===== src/rtl/mc_ctrl_unit.sv =====
// Multi-cycle MIPS control FSM: sequences PC, IR, register file, ALU and the
// shared memory port; every strobe and select is a decode of the current state.
module mc_ctrl_unit #(
   parameter int ST_W = 4
) (
   input  logic            clk,
   input  logic            rst,
   input  logic            mem_ready,
   input  logic [5:0]      opcode,
   input  logic [5:0]      funct,
   input  logic            zero,
   output logic            pc_ce,
   output logic            ior_d,
   output logic            mem_rd,
   output logic            mem_wr,
   output logic            ir_we,
   output logic            reg_we,
   output logic [1:0]      reg_dst,
   output logic [1:0]      mem_to_reg,
   output logic            alu_src_a,
   output logic [1:0]      alu_src_b,
   output logic            imm_zext,
   output logic [2:0]      alu_ctrl,
   output logic [1:0]      pc_src,
   output logic [ST_W-1:0] state
);

   localparam logic [ST_W-1:0] S_IF  = ST_W'(0);
   localparam logic [ST_W-1:0] S_ID  = ST_W'(1);
   localparam logic [ST_W-1:0] S_MA  = ST_W'(2);
   localparam logic [ST_W-1:0] S_MRD = ST_W'(3);
   localparam logic [ST_W-1:0] S_LWB = ST_W'(4);
   localparam logic [ST_W-1:0] S_MWR = ST_W'(5);
   localparam logic [ST_W-1:0] S_EXR = ST_W'(6);
   localparam logic [ST_W-1:0] S_RWB = ST_W'(7);
   localparam logic [ST_W-1:0] S_BR  = ST_W'(8);
   localparam logic [ST_W-1:0] S_J   = ST_W'(9);
   localparam logic [ST_W-1:0] S_JAL = ST_W'(10);
   localparam logic [ST_W-1:0] S_EXI = ST_W'(11);
   localparam logic [ST_W-1:0] S_IWB = ST_W'(12);
   localparam logic [ST_W-1:0] S_JR  = ST_W'(13);
   localparam logic [ST_W-1:0] S_ILL = ST_W'(14);

   localparam logic [5:0] OP_R    = 6'b000000;
   localparam logic [5:0] OP_LW   = 6'b100011;
   localparam logic [5:0] OP_SW   = 6'b101011;
   localparam logic [5:0] OP_BEQ  = 6'b000100;
   localparam logic [5:0] OP_BNE  = 6'b000101;
   localparam logic [5:0] OP_J    = 6'b000010;
   localparam logic [5:0] OP_JAL  = 6'b000011;
   localparam logic [5:0] OP_ADDI = 6'b001000;
   localparam logic [5:0] OP_ANDI = 6'b001100;
   localparam logic [5:0] OP_ORI  = 6'b001101;
   localparam logic [5:0] OP_SLTI = 6'b001010;
   localparam logic [5:0] FN_JR   = 6'b001000;

   localparam logic [2:0] ALU_ADD = 3'b010;
   localparam logic [2:0] ALU_SUB = 3'b110;
   localparam logic [2:0] ALU_AND = 3'b000;
   localparam logic [2:0] ALU_OR  = 3'b001;
   localparam logic [2:0] ALU_SLT = 3'b111;
   localparam logic [2:0] ALU_NOR = 3'b100;

   logic [ST_W-1:0] state_q, state_d;
   logic            r_known;
   logic [2:0]      r_alu;
   logic [2:0]      i_alu;
   logic            pc_ce_raw, mem_rd_raw, mem_wr_raw, ir_we_raw, reg_we_raw;

   always_ff @(posedge clk or posedge rst) begin
      if (rst) state_q <= S_IF;
      else     state_q <= state_d;
   end

   // R-type funct table; r_known separates real ALU ops from ILL
   always_comb begin
      r_known = 1'b1;
      r_alu   = ALU_ADD;
      case (funct)
         6'b100000: r_alu = ALU_ADD;
         6'b100010: r_alu = ALU_SUB;
         6'b100100: r_alu = ALU_AND;
         6'b100101: r_alu = ALU_OR;
         6'b101010: r_alu = ALU_SLT;
         6'b100111: r_alu = ALU_NOR;
         default:   r_known = 1'b0;
      endcase
   end

   always_comb begin
      case (opcode)
         OP_ANDI: i_alu = ALU_AND;
         OP_ORI:  i_alu = ALU_OR;
         OP_SLTI: i_alu = ALU_SLT;
         default: i_alu = ALU_ADD;
      endcase
   end

   always_comb begin
      state_d    = state_q;
      pc_ce_raw  = 1'b0;
      ior_d      = 1'b0;
      mem_rd_raw = 1'b0;
      mem_wr_raw = 1'b0;
      ir_we_raw  = 1'b0;
      reg_we_raw = 1'b0;
      reg_dst    = 2'b00;
      mem_to_reg = 2'b00;
      alu_src_a  = 1'b0;
      alu_src_b  = 2'b00;
      imm_zext   = 1'b0;
      alu_ctrl   = ALU_ADD;
      pc_src     = 2'b00;
      case (state_q)
         S_IF: begin
            mem_rd_raw = 1'b1;
            alu_src_b  = 2'b01;
            if (mem_ready) begin
               ir_we_raw = 1'b1;
               pc_ce_raw = 1'b1;
               state_d   = S_ID;
            end
         end
         S_ID: begin
            alu_src_b = 2'b11;
            case (opcode)
               OP_LW, OP_SW:                    state_d = S_MA;
               OP_R: begin
                  if (funct == FN_JR)           state_d = S_JR;
                  else if (r_known)             state_d = S_EXR;
                  else                          state_d = S_ILL;
               end
               OP_BEQ, OP_BNE:                  state_d = S_BR;
               OP_J:                            state_d = S_J;
               OP_JAL:                          state_d = S_JAL;
               OP_ADDI, OP_ANDI, OP_ORI, OP_SLTI: state_d = S_EXI;
               default:                         state_d = S_ILL;
            endcase
         end
         S_MA: begin
            alu_src_a = 1'b1;
            alu_src_b = 2'b10;
            state_d   = (opcode == OP_SW) ? S_MWR : S_MRD;
         end
         S_MRD: begin
            ior_d      = 1'b1;
            mem_rd_raw = 1'b1;
            if (mem_ready) state_d = S_LWB;
         end
         S_LWB: begin
            reg_we_raw = 1'b1;
            mem_to_reg = 2'b01;
            state_d    = S_IF;
         end
         S_MWR: begin
            ior_d      = 1'b1;
            mem_wr_raw = 1'b1;
            if (mem_ready) state_d = S_IF;
         end
         S_EXR: begin
            alu_src_a = 1'b1;
            alu_ctrl  = r_alu;
            state_d   = S_RWB;
         end
         S_RWB: begin
            reg_we_raw = 1'b1;
            reg_dst    = 2'b01;
            state_d    = S_IF;
         end
         S_BR: begin
            alu_src_a = 1'b1;
            alu_ctrl  = ALU_SUB;
            pc_src    = 2'b01;
            pc_ce_raw = ((opcode == OP_BEQ) & zero) | ((opcode == OP_BNE) & ~zero);
            state_d   = S_IF;
         end
         S_J: begin
            pc_src    = 2'b10;
            pc_ce_raw = 1'b1;
            state_d   = S_IF;
         end
         S_JAL: begin
            // PC still holds PC+4 this cycle, so $31 gets the link address
            pc_src     = 2'b10;
            pc_ce_raw  = 1'b1;
            reg_we_raw = 1'b1;
            reg_dst    = 2'b10;
            mem_to_reg = 2'b10;
            state_d    = S_IF;
         end
         S_EXI: begin
            alu_src_a = 1'b1;
            alu_src_b = 2'b10;
            alu_ctrl  = i_alu;
            imm_zext  = (opcode == OP_ANDI) | (opcode == OP_ORI);
            state_d   = S_IWB;
         end
         S_IWB: begin
            reg_we_raw = 1'b1;
            state_d    = S_IF;
         end
         S_JR: begin
            pc_src    = 2'b11;
            pc_ce_raw = 1'b1;
            state_d   = S_IF;
         end
         default: state_d = S_IF;
      endcase
   end

   // Reset aborts any instruction in flight: no write escapes while rst is high
   assign pc_ce  = pc_ce_raw  & ~rst;
   assign mem_rd = mem_rd_raw & ~rst;
   assign mem_wr = mem_wr_raw & ~rst;
   assign ir_we  = ir_we_raw  & ~rst;
   assign reg_we = reg_we_raw & ~rst;
   assign state  = state_q;

endmodule


===== config.mk =====
export PLATFORM = sky130hd
export DESIGN_NAME = mc_ctrl_unit
export DESIGN_NICKNAME = d
export VERILOG_FILES = /design/src/rtl/mc_ctrl_unit.sv
export SDC_FILE = /design/constraint.sdc
export NUM_CORES = 1
export LEC_CHECK = 0
export BUFFER_PORTS_ARGS = -buffer_cell sky130_fd_sc_hd__buf_4
export CAP_MARGIN = 20
export CORE_MARGIN = 2
export CORE_UTILIZATION = 45
export DETAILED_ROUTE_END_ITERATION = 12
export PLACE_DENSITY_LB_ADDON = 0.12
export SLEW_MARGIN = 20
export SYNTH_ARGS = -nofsm -noshare
export SYNTH_HDL_FRONTEND = slang
export SYNTH_SLANG_ARGS = --single-unit

===== constraint.sdc =====
create_clock -name clk -period 4.03 [get_ports clk]
set_input_delay 0.6045 -clock clk [delete_from_list [all_inputs] [get_ports clk]]
set_output_delay 0.6045 -clock clk [all_outputs]
set_load 0.005 [all_outputs]

======== Yosys cells after proc, flatten, opt, wreduce, memory -nomap -nowiden ========
Index checks and enable logic that the tools add are counted.
storage, ports and cells
  register bits ........................... 4
  output and inout port bits .............. 23
operators by class
  eq/ne operators ......................... 33
  multiplexer cells ....................... 25
  bitwise gates (word level) .............. 11
  reduce and logical (&&, ||, !) cells .... 14
operator list
  operator            number
  $eq 6x6->1 const B  8
  $eq 6x4->1 const B  5
  $pmux 4 s7          1
  $eq 4x4->1 const B  6
  $pmux 4 s6          1
  $mux 4              5
  $pmux 3 s3          2
  $eq 4x3->1 const B  4
  $pmux 3 s5          1
  $eq 6x2->1 const B  2
  $eq 6x3->1 const B  2
  $pmux 2 s3          2
  $reduce_or 2->1     6
  $reduce_or 4->1     3
  $mux 1              9
  $eq 4x2->1 const B  2
  $pmux 2 s2          2
  $and 1x1->1         7
  $logic_not 6->1     1
  $ne 2x2->1 const B  3
  $reduce_or 6->1     1
  $eq 4x1->1 const B  1
  $logic_not 4->1     1
  $mux 3              1
  other kinds (5)     7

======== Longest topological paths before layout ========
Gate-level depths: netlist (run 1).
  depth in word-level cells ............... 7
  gate-level depth with buffers ........... 6

======== Least setup slack after synthesis (run 1) ========
OpenSTA, ideal clock, no wires.
  path type ............................... input to output
  start point ............................. in opcode[3]
  end point ............................... out pc_ce
  arrival ................................. 1.545 ns
  data required time ...................... 3.425 ns
  setup slack ............................. 1.881 ns
  cell stages on the path ................. 5
  path buffers ............................ 0
  cell sequence ........................... or3_1 > nor4_1 > a21oi_1 > nor3_2 > o21a_1
between the ends
  cells in the longest elaborated chain, start to end .. 5
  elaborated cells on any way between the ends .. 7
  those cells by class .................... eq/ne: 2; mux: 1; bitwise: 4
RTL lines
  element             RTL line  source
  start: declaration  9         input logic [5:0] opcode,
  $eq 6x3->1          174       pc_ce_raw = ((opcode == OP_BEQ) & zero) | ((opcode == OP_BNE) & ~zero);
  $and 1x1->1         174
  $or 1x1->1 *        174
  $pmux 1 s3 *        114       case (state_q)
  $and 1x1->1 *       212       assign pc_ce = pc_ce_raw & ~rst;
  end: declaration    12        output logic pc_ce,
Mark *: on every way between the ends. The rest lies on a longest branch, timed or not.

======== Worst setup path after layout (run 1) ========
  start point ............................. reg state_q[1] (netlist: state[1])
  end point ............................... out alu_ctrl[1]
between the ends
  cells in the longest elaborated chain, start to end .. 2
  elaborated cells on any way between the ends .. 4
  those cells by class .................... eq/ne: 3; mux: 1
RTL lines
  element                                   RTL line  source
  start: declaration                        64        logic [ST_W-1:0] state_q, state_d;
  start signal: assignment                  72        else state_q <= state_d;
  $eq 4x4->1 or $eq 4x3->1 (tied branches)  114
  $pmux 3 s3 *                              114
  end: declaration                          23        output logic [2:0] alu_ctrl,
Marks and branches as above.

==> summary.md, run 1 <==
| Metric | Value |
|---|---|
| Total CTS buffers | `3` |
| Synthesized area | `774 µm²` |
| Setup TNS | `0 ps` |
| Nets@finish | `168` |
| Int Power | `0.000276 W` |
| Async set or reset register ratio after synthesis | `1.00` |
| Ys flop type | `dfrtp_1` |
| Placed cell areas | `1020 µm²` |
| Core box area | `1560 µm²` |
| Final WS setup | `1330 ps` |
| # rows | `14` |
| Setup bufs post-CTS | `0` |
| Status | `complete, no violations` |
| Number of synthesized register bits | `4` |
| Net count after synthesis | `133` |
| Crit path buf inv count | `1` |
| Initial Utilization | `0.497` |
| PwrDens | `504 nW/µm²` |
| Post-Syn Instances | `117` |
| NetSw | `0.000249 W` |
| Pin count of the biggest net entering global routing | `18` |
| Root Driver | `clkbuf_4` |
| Ys Warns | `0` |
| Largest vdd supply drop | `0.200 mV` |
| Worst setup path class | `flip-flop to output pin` |
| First-pass GRT wire length | `3570 µm` |
| Synth cell count leaders | `nor2_1, o21ai_0, nand2_1` |
| Number of flops mapped to enable cells by yosys | `0` |
| Share of layout cells above drive strength 1 | `0.307` |
| Area leader, netlist | `dfrtp_1` |
| HPWL after DPL | `1730 µm` |
| Clock power share | `0.096` |
| Distinct cell type count after synthesis | `43` |
| Hold-fix buffers, CTS | `0` |
| Final setup violation count | `0` |
| Drt wl/cell | `13.5 µm` |
| HP Class | `input pin to async pin` |
| Slew headroom | `0.647` |
| Slew Limit Fails | `0` |
| WP data arrival | `2090 ps` |
| Synth top area share | `0.129` |
| FF-to-FF setup slack | `2370 ps` |
| CP Max Fanout | `17` |
| Final GP Congestion | `0.923` |
| Residual DRC | `0` |
| Longest Clk Path Bufs | `2` |
| Critical Path Max Stage Delay | `660 ps` |
| Slowest CP cell | `dfrtp_1` |
| 1st-iter DRT viols | `41` |
| Total of max-cap violations | `0` |
| Hold Fails Final Rpt | `0` |
| Port bufs | `38` |
| Vias in the first global route | `837` |
| Crit-path cells | `nand2_1, nor4_1, nand3_1, nor2_1, a31oi_1, buf_4` |
| Sequential cell area fraction in the yosys report | `0.129` |
| Peak Freq | `0.370 GHz` |
| Area Growth Syn to Fin | `34.4%` |
| Clock sinks | `4` |
| Vias | `1005` |
| Largest register FFs | `4` |
| DRT antenna net count | `0` |
| Syn Area/Cell | `6.62 µm²` |
| Antenna cell count | `0` |
| Largest cells by area after synthesis | `dfrtp_1, o21ai_0, nor2_1` |
| Comb pwr share | `0.663` |
| Vias/cell | `6.05` |
| CTS tree | `built` |
| Sw Share | `0.474` |
| Seq pwr share | `0.240` |
| H-Tree Level Count | `1` |
| Worst Max-Slew Pin Slew | `530 ps` |
| Hold Slack | `293 ps` |
| Leakage | `0.456 nW` |
| Number of detailed-route iterations in the first pass | `4` |
| Clock insertion delay at the later pin of the skew report | `240 ps` |
| Num ports | `39` |
| Post-Route WL | `2240 µm` |
| Die width | `45.5 µm` |
| RSZ-0062 raised after global routing | `false` |
| Place WS | `1520 ps` |
| Post_cts resized | `0` |
| Die Ht | `45.5 µm` |
| Die area | `2070 µm²` |
| Clk slew on worst S/H paths | `40 ps` |
| Most common cell in the netlist | `nor2_1` |
| CP Launch Type | `flip-flop` |
| Antenna violations before repair | `0` |
| GRT Resource Usage Total | `0.234` |
| Post-route cell area | `1040 µm²` |
| Crit end category | `output pin` |
| CP Data Required Time | `3430 ps` |
| Overflow after GRT | `0` |
| Skew final | `5.89 ps` |
| Period utilization | `0.670` |
| Worst path top cell family by delay | `simple AND/OR/NAND/NOR gates` |
| Fin crit period | `2700 ps` |
-- final timing paths --
path / from / to / cells past startpoint
min in group clk: mem_ready / state[1] / 4
setup reg to reg: state[0] / state[0] / 4
hold / removal: rst / state[0] / 2
setup / recovery: state[1] / alu_ctrl[1] / 6
hold reg to reg: state[1] / state[1] / 2
max in group asynchronous: rst / state[3] / 2
-- kinds of logic (layout without fill, tap and decap cells) --
kind of cell    Yosys count  in the layout  synth area share
mux                       2              2            0.0275
xor+xnor                  2              2            0.0226
compound gates           37             37             0.305
simple gates             58             58             0.407
buf+inv                  14             47             0.108
flops                     4              4             0.129
-- layout make-up --
cell class,instances,area (µm²)
Timing Repair Buffer,38,285
Fill cell,150,518
Clock buffer,3,22.5
Multi-Input combinational cell,99,591
Inverter,6,22.5
Sequential cell,4,100
Tap cell,16,20.0
-- metal layers --
metal	up-vias	wire, µm	GRT usage
li1	499	-	-
met1	450	918	0.283
met2	51	1130	0.417
met3	5	153	0.0119
met4	0	37	0.106
met5	-	0	0
-- power by group through the flow --
stage           Clock, W  Combinational (W)  Sequential, W
2_1_floorplan          0           0.000259      0.0000773
3_3_place_gp           0           0.000345       0.000125
3_5_place_dp           0           0.000347       0.000125
4_1_cts        0.0000521           0.000348       0.000124
5_1_grt        0.0000530           0.000385       0.000133
6_report       0.0000506           0.000348       0.000126
-- layout by cell type (no fill, tap or decap), types with 6 or more instances in the layout --
cell | Yosys | routed
buf_4 | 2 | 38
nor2_1 | 16 | 16
o21ai_0 | 12 | 12
nand2_1 | 9 | 9
nand2b_1 | 6 | 6
nor4_1 | 6 | 6
inv_1 | 6 | 6
a21oi_1 | 6 | 6
-- per-stage QoR --
stage	cells	total power, W	utilization
5_1_grt	166	0.000571	0.668
3_3_place_gp	163	0.000471	0.653
3_5_place_dp	163	0.000472	0.653
4_1_cts	166	0.000525	0.668
2_1_floorplan	117	0.000337	-
6_report	166	0.000525	0.668
Note: power is estimated with default switching activity, not from simulation.
==> run 2: changes to the inputs <==
- clock period: 4.03 -> 2.6 ns (I/O delays scaled with it)
==> run 2 against run 1 <==
  * Largest power group unchanged
  * First-iteration DRC count fell by 37%
  * Combinational power rose by 69%
  * Sequential power rose by 43%
  * Final area rose by 1.4%
  * Routed wire length rose by 2.7%
  * Register-to-register slack got worse by 1400 ps
==> summary.md, run 2 (same netlist as run 1, synthesis figures left out) <==
| Metric | Value |
|---|---|
| Port bufs | `38` |
| Hold Slack | `72.9 ps` |
| Residual DRC | `0` |
| Setup bufs post-CTS | `0` |
| Slew Limit Fails | `0` |
| Die area | `2070 µm²` |
| RSZ-0062 raised after global routing | `false` |
| Post-Route WL | `2300 µm` |
| Crit path buf inv count | `1` |
| Slowest CP cell | `dfrtp_1` |
| Clk slew on worst S/H paths | `40 ps` |
| Status | `complete, no violations` |
| Vias in the first global route | `913` |
| GRT Resource Usage Total | `0.240` |
| CTS tree | `built` |
| M1 WL | `912 µm` |
| Worst path top cell family by delay | `simple AND/OR/NAND/NOR gates` |
| Hold-fix buffers, CTS | `0` |
| Largest vdd supply drop | `0.344 mV` |
| Final setup violation count | `0` |
| Skew final | `2.80 ps` |
| WL met2 | `1190 µm` |
| Total CTS buffers | `3` |
| Critical Path Max Stage Delay | `560 ps` |
| Area Growth Syn to Fin | `36.3%` |
| Antenna cell count | `0` |
| Die Ht | `45.5 µm` |
| Largest register FFs | `4` |
| Worst setup path class | `flip-flop to output pin` |
| Peak Freq | `0.435 GHz` |
| 1st-iter DRT viols | `26` |
| Vias/cell | `6.07` |
| Overflow after GRT | `0` |
| Setup TNS | `0 ps` |
| CP Launch Type | `flip-flop` |
| Total of max-cap violations | `0` |
| Hold Fails Final Rpt | `0` |
| WP data arrival | `1910 ps` |
| Fin crit period | `2300 ps` |
| HP Class | `input pin to async pin` |
| Clock insertion delay at the later pin of the skew report | `240 ps` |
| Longest Clk Path Bufs | `2` |
| Worst Max-Slew Pin Slew | `521 ps` |
| # rows | `14` |
| Initial Utilization | `0.497` |
| Met3 WL | `174 µm` |
| Share of layout cells above drive strength 1 | `0.316` |
| Leakage | `0.466 nW` |
| Number of detailed-route iterations in the first pass | `4` |
| DRT antenna net count | `0` |
| Max Used Layer | `met4` |
| Post_cts resized | `0` |
| Drt wl/cell | `13.7 µm` |
| Core box area | `1560 µm²` |
| CP Data Required Time | `2210 ps` |
| H-Tree Level Count | `1` |
| Period utilization | `0.885` |
| Slew headroom | `0.653` |
| Root Driver | `clkbuf_4` |
| Commonest non-fill, non-tap cell in the layout | `buf_4` |
| Antenna violations before repair | `0` |
| Crit-path cells | `nand2b_1, nor4_1, a21oi_1, nor3_2, o21a_1, buf_4` |
| Vias | `1019` |
| Most frequent cells in the layout | `buf_4, nor2_1, o21ai_0` |
| HPWL after DPL | `1790 µm` |
| Pin count of the biggest net entering global routing | `18` |
| Die width | `45.5 µm` |
| Final GP Congestion | `0.882` |
| First-pass GRT wire length | `3720 µm` |
| CP Max Fanout | `17` |
| PwrDens | `803 nW/µm²` |
| Crit end category | `output pin` |
| Num ports | `39` |
| Clock sinks | `4` |
| Nets@finish | `170` |
[run 2: cell types whose count changed in the layout (fill, tap and decap cells not counted)]
cell,delta
buf_4,+2
[run 2: final cells by class]
type | count | area (µm²)
timing repair buffer | 40 | 300
multi-input combinational | 99 | 591
clock buffer | 3 | 22.5
tap | 16 | 20.0
inverter | 6 | 22.5
sequential | 4 | 100
fill | 141 | 503
[run 2: worst paths after layout]
path                       startpoint       end  slack [ps]  depth (start not counted)
setup / recovery             state[2]     pc_ce         300                          6
hold / removal                    rst  state[3]          70                          2
setup reg to reg             state[1]  state[0]         950                          5
hold reg to reg              state[1]  state[2]         800                          1
max in group asynchronous         rst  state[0]        2350                          2
min in group clk            mem_ready  state[2]         550                          4
[run 2: power by group]
group / leakage (nW) / internal [W] / switching (W) / total (W)
clock network: 0.0138 / 0.0000519 / 0.0000287 / 0.0000805
logic: 0.401 / 0.000306 / 0.000282 / 0.000588
registers: 0.0509 / 0.0000882 / 0.0000916 / 0.000180
[run 2: stage by stage]
step           setup slack, ps   util  power [W]  cell area (µm²)  cells
2_1_floorplan              880      -   0.000522              774    117
3_3_place_gp               524  0.663   0.000753             1030    165
3_5_place_dp               484  0.663   0.000762             1030    165
4_1_cts                    338  0.677   0.000841             1060    168
5_1_grt                    204  0.677   0.000922             1060    168
6_report                   299  0.677   0.000848             1060    168
[run 2: routing by layer]
layer  vias to the layer above  global-route usage
met2                        53               0.431
met1                       462               0.290
li1                        500                   -
met3                         4              0.0278
met5                         -                   0
met4                         0              0.0824
[run 2: worst reg2reg max path, stage by stage, from the launching register on]
cell and delay, ps:
dfrtp_1 520, buf_4 240, nor2b_1 190, nand2_1 130, a2111oi_0 310, a22o_1 210
